==> src/rtl/sum_launcher.sv <==
// Launch stage for the HLS `sum` kernel: accepts n, pulses the kernel reset,
// waits a budget derived from n, then returns the kernel result on a stream.
module sum_launcher #(
  parameter int unsigned RST_CYCLES   = 2,
  parameter int unsigned CYC_BASE     = 4,
  parameter int unsigned CYC_PER_ITER = 1,
  parameter logic [31:0] MAX_N        = 32'd1000000
) (
  input  logic        sys_clk,
  input  logic        sys_rst,
  input  logic        in_valid,
  output logic        in_ready,
  input  logic [31:0] in_n,
  output logic        kern_rst_n,
  output logic [31:0] kern_n,
  input  logic [31:0] kern_ret,
  output logic        out_valid,
  input  logic        out_ready,
  output logic [31:0] out_n,
  output logic [31:0] out_ret,
  output logic        out_err,
  output logic        busy
);

  localparam int unsigned RCW = (RST_CYCLES > 1) ? $clog2(RST_CYCLES) : 1;
  localparam logic [RCW-1:0] RST_LAST = RCW'(RST_CYCLES - 1);

  typedef enum logic [1:0] {IDLE, KRST, RUN, DONE} state_t;

  state_t          state_q, state_d;
  logic [31:0]     n_q, n_d;
  logic [RCW-1:0]  rcnt_q, rcnt_d;
  logic [39:0]     run_cnt_q, run_cnt_d;
  logic            kern_rst_n_q, kern_rst_n_d;
  logic            out_valid_q, out_valid_d;
  logic            ack_q, ack_d;
  logic [31:0]     out_n_q, out_n_d;
  logic [31:0]     out_ret_q, out_ret_d;
  logic            out_err_q, out_err_d;
  logic [39:0]     budget;
  logic            accept;
  logic            out_hs;

  assign in_ready   = (state_q == IDLE) && !sys_rst;
  assign busy       = (state_q != IDLE);
  assign kern_rst_n = kern_rst_n_q;
  assign kern_n     = n_q;
  assign out_valid  = out_valid_q;
  assign out_n      = out_n_q;
  assign out_ret    = out_ret_q;
  assign out_err    = out_err_q;

  assign budget = 40'(CYC_BASE) + 40'(CYC_PER_ITER) * {8'd0, n_q};
  assign accept = in_valid && in_ready;
  assign out_hs = out_valid_q && out_ready;

  always_comb begin
    state_d      = state_q;
    n_d          = n_q;
    rcnt_d       = rcnt_q;
    run_cnt_d    = run_cnt_q;
    out_valid_d  = out_valid_q;
    ack_d        = ack_q;
    out_n_d      = out_n_q;
    out_ret_d    = out_ret_q;
    out_err_d    = out_err_q;
    // Registered decode: the kernel sees reset one cycle after KRST is entered.
    kern_rst_n_d = (state_q != KRST);

    case (state_q)
      IDLE: begin
        if (accept) begin
          n_d   = in_n;
          ack_d = 1'b0;
          if (in_n <= MAX_N) begin
            state_d = KRST;
            rcnt_d  = '0;
          end else begin
            state_d   = DONE;
            out_err_d = 1'b1;
            out_ret_d = 32'd0;
            out_n_d   = in_n;
          end
        end
      end
      KRST: begin
        if (rcnt_q == RST_LAST) begin
          run_cnt_d = budget;
          rcnt_d    = '0;
          state_d   = RUN;
        end else begin
          rcnt_d = rcnt_q + RCW'(1);
        end
      end
      RUN: begin
        if (run_cnt_q == 40'd0) begin
          out_ret_d   = kern_ret;
          out_err_d   = 1'b0;
          out_n_d     = n_q;
          out_valid_d = 1'b1;
          state_d     = DONE;
        end else begin
          run_cnt_d = run_cnt_q - 40'd1;
        end
      end
      DONE: begin
        // After the handshake spend one more cycle here so in_ready rises a cycle later.
        if (ack_q) begin
          ack_d   = 1'b0;
          state_d = IDLE;
        end else if (out_hs) begin
          out_valid_d = 1'b0;
          ack_d       = 1'b1;
        end else if (!out_valid_q) begin
          out_valid_d = 1'b1;
        end
      end
      default: state_d = IDLE;
    endcase
  end

  always_ff @(posedge sys_clk) begin
    if (sys_rst) begin
      state_q      <= IDLE;
      n_q          <= '0;
      rcnt_q       <= '0;
      run_cnt_q    <= '0;
      kern_rst_n_q <= 1'b0;
      out_valid_q  <= 1'b0;
      ack_q        <= 1'b0;
      out_n_q      <= '0;
      out_ret_q    <= '0;
      out_err_q    <= 1'b0;
    end else begin
      state_q      <= state_d;
      n_q          <= n_d;
      rcnt_q       <= rcnt_d;
      run_cnt_q    <= run_cnt_d;
      kern_rst_n_q <= kern_rst_n_d;
      out_valid_q  <= out_valid_d;
      ack_q        <= ack_d;
      out_n_q      <= out_n_d;
      out_ret_q    <= out_ret_d;
      out_err_q    <= out_err_d;
    end
  end

endmodule

==> config.mk <==
export PLATFORM = sky130hd
export DESIGN_NAME = sum_launcher
export DESIGN_NICKNAME = d
export VERILOG_FILES = /design/src/rtl/sum_launcher.sv
export SDC_FILE = /design/constraint.sdc
export NUM_CORES = 1
export LEC_CHECK = 0
export ABC_CLOCK_PERIOD_IN_PS = 2500
export CORE_MARGIN = 2
export CORE_UTILIZATION = 47
export CTS_BUF_LIST = sky130_fd_sc_hd__clkbuf_8
export DETAILED_ROUTE_END_ITERATION = 10
export GPL_TIMING_DRIVEN = 0
export PLACE_DENSITY = 0.79
export SKIP_CTS_REPAIR_TIMING = 1
export SYNTH_ARGS = -nofsm -noshare
export SYNTH_HDL_FRONTEND = slang
export SYNTH_SLANG_ARGS = --single-unit
==> constraint.sdc <==
create_clock -name sys_clk -period 2.5 [get_ports sys_clk]
set_input_delay 0.25 -clock sys_clk [delete_from_list [all_inputs] [get_ports sys_clk]]
set_output_delay 0.25 -clock sys_clk [all_outputs]
set_load 0.02 [all_outputs]
==> results.sh <==
export IMPL_drcViolationCount=0
export IMPL_fin_crit_sh=1.05
export IMPL_fillCellCount=1142
export IMPL_multi_input_area_um2=4460
export IMPL_num_nets_final=1152
export IMPL_io_pins=169
export IMPL_yosysUniqueCellTypes=63
export IMPL_p_per_area_nw_per_um2=1330
export IMPL_die_area_um2=16200
export IMPL_yosys_area_share_simple=0.242
export IMPL_drt_met1_wl_mm=11.2
export IMPL_htreeDepth=4
export IMPL_final_util=0.696
export IMPL_maxSlewViolCount=0
export IMPL_grt_max_degree=17
export IMPL_root_buffer="clkbuf_8"
export IMPL_clock_sinks=143
export IMPL_synth_most_common_cell="dfxtp_1"
export IMPL_max_cap_violations=0
export IMPL_syn_to_final_growth_pct=46.8
export IMPL_async_flop_share=0
export IMPL_tightestPinTransition_ps=900
export IMPL_synth_area_leaders="dfxtp_1, nand2_1, mux2i_1, a22o_1, a211oi_1"
export IMPL_critPathMaxFanout=8
export IMPL_netlist_instances=853
export IMPL_place_inst=1208
export IMPL_synth_top_area_frac=0.402
export IMPL_arrival_ps=2980
export IMPL_synth_xor_area_share=0.0381
export IMPL_synthFlopType="dfxtp_1"
export IMPL_path_clk_slew_ps=90
export IMPL_cts_tree="done"
export IMPL_num_antenna_cells=0
export IMPL_dp_hpwl_mm=18.1
export IMPL_antenna_found_initial=0
export IMPL_synth_fp_nets=929
export IMPL_period_minus_slack_ps=2620
export IMPL_rsz0062_at_grt="yes"
export IMPL_avgSynthCellArea_um2=8.35
export IMPL_hp_class="in2reg"
export IMPL_start_util=0.474
export IMPL_wire_per_inst_um=21.5
export IMPL_crit_path_top_delay_cell="or4_4"
export IMPL_first_global_vias=6922
export IMPL_cts_buffers=17
export IMPL_grt_usage=0.304
export IMPL_synth_area_um2=7120
export IMPL_seqCellArea_um2=2870
export IMPL_end_kind="flip-flop"
export IMPL_fp_dieH_um=127
export IMPL_drtIter0Drc=1144
export IMPL_avgViaCountPerCell=6.20
export IMPL_p_leak_nw=3.83
export IMPL_cpMostUsedCell="buf_6"
export IMPL_worst_hold_slack_ps=382
export IMPL_synth_edf_count=0
export IMPL_synth_compound_area_frac=0.212
export IMPL_synth_top_family_by_area="simple AND/OR/NAND/NOR gates"
export IMPL_slew_headroom=0.400
export IMPL_synth_top_cells_by_count="dfxtp_1, nand2_1, nor2_1, nand3_1, a21oi_1"
export IMPL_num_vias=7912
export IMPL_core_area_um2=15000
export IMPL_synthAdderAreaFrac=0.0140
export IMPL_instances_no_fill=1277
export IMPL_io_buffers=167
export IMPL_row_count=45
export IMPL_cts_path_max_buffers=2
export IMPL_fmax_mhz=382
export IMPL_synthMuxAreaShare=0.0509
export IMPL_drive_above_1_share=0.192
export IMPL_path_cells="or4_4 -> nor3_4 -> nand4_4 -> a221oi_4 -> buf_6 -> buf_8 -> buf_6 -> nor2_4 -> a211oi_2"
export IMPL_grt_pass1_wl_mm=38.4
export IMPL_ys_seq_area_frac=0.402
export IMPL_clock_latency_ps=460
export IMPL_highest_layer="met4"
export IMPL_failed_checks="setup timing"
export IMPL_wl_mm=27.5
export IMPL_setup_viol=69
export IMPL_die_w_um=127
export IMPL_wl_met3_mm=2.62
export IMPL_critical_path_class="reg2reg"
export IMPL_run_status="complete, but fails checks"
export IMPL_route_met2_wl_mm=12.6
export IMPL_gr_total_overflow=0
export IMPL_yosysTopAreaCell="dfxtp_1"
export IMPL_final_setup_skew_ps=11.1
export IMPL_yosysWarnings=0
export IMPL_gp_congestion=1.02
export IMPL_slowest_delay_ps=580
export IMPL_yosys_register_bits=143
export IMPL_ir_drop_v=0.000891
export IMPL_ant_nets=0
export IMPL_layout_setup_ws_ps=-118
export IMPL_dr_pass1_iters=5
export IMPL_worstPathRequired_ps=2860
export IMPL_hold_viol=0
export IMPL_critPathLaunchType="flip-flop"
==> final timing paths <==
kind	startpoint	cells past startpoint	to	slack, ps
min reg2reg	run_cnt_q[34]	2	run_cnt_q[34]	470
max	run_cnt_q[19]	9	out_n[29]	-120
min	kern_ret[6]	2	out_ret[6]	380
max reg2reg	run_cnt_q[19]	9	out_n[29]	-120
==> cells in the final DEF, fill, tap and decap left out, types with 6 or more instances in the layout <==
master             n
xnor2_1           21
inv_1             14
a211oi_2          32
o211ai_1          12
nor3_1            22
nor2_1            46
a31oi_1            6
nand3_1           48
a22o_1            32
and4_1             7
nor4_4             8
buf_4             26
nand2_1          116
xor2_1            10
mux2i_1           34
clkbuf_8          17
o21ai_0           34
buf_6             15
nor2_4             7
o31ai_1           10
clkdlybuf4s50_1  167
a21oi_1           45
dfxtp_1          137
clkbuf_2          13
nor2_2            21
buf_1              7
nor4_1            10
clkbuf_1          21
o22ai_1            6
nand4_1           18
==> cell families (layout without fill, tap and decap cells) <==
| group | count (synthesis) | count (layout) |
|---|---|---|
| fa+ha+maj | 8 | 8 |
| compound gates | 215 | 215 |
| buf+inv | 73 | 309 |
| xor+xnor | 31 | 31 |
| flops | 143 | 143 |
| simple gates | 347 | 347 |
| mux | 36 | 36 |
==> layout make-up <==
class	instances	area share
clock buffer	17	0.0224
clock inverter	15	0.0166
sequential	143	0.275
inverter	15	0.00538
multi-input combinational	637	0.426
tap	188	0.0225
buffer	56	0.0324
timing repair buffer	206	0.200
==> registers in the layout (all words and copies together) (netlist names) <==
signal	count
run_cnt_q	40
kern_n	32
out_n	32
out_ret	32
state_q	2
ack_q	1
kern_rst_n	1
out_err	1
out_valid	1
rcnt_q	1
==> where the power goes <==
part	total [mW]	internal [mW]	switching, mW
logic	8.53	3.62	4.91
registers	3.42	2.80	0.628
clock network	1.96	0.921	1.04
==> through the flow <==
stage	area (um^2)	setup TNS, ps	setup slack, ps	power, mW
global placement	9030	-50830	-732	9.62
detailed placement	9030	-50570	-719	9.63
finish	10500	-2720	-118	13.9
global route	10500	-8360	-166	14.5
CTS	9440	-47380	-584	11.6
floorplan	7120	0	34.9	7.33
==> metal layers <==
metal | global-route usage | up-vias
met5 | 0 | -
met4 | 0.121 | 0
met3 | 0.0754 | 87
met2 | 0.455 | 462
met1 | 0.421 | 3757
li1 | - | 3606
==> critical path, delay by kind of cell (launching register included) <==
family,cells,cell delay (ps)
AOI/OAI and AO/OA,2,580
buffers and inverters,3,490
DFF,1,340
and+or+nand+nor,4,1110
No activity file was read; power rests on OpenSTA's default activity.
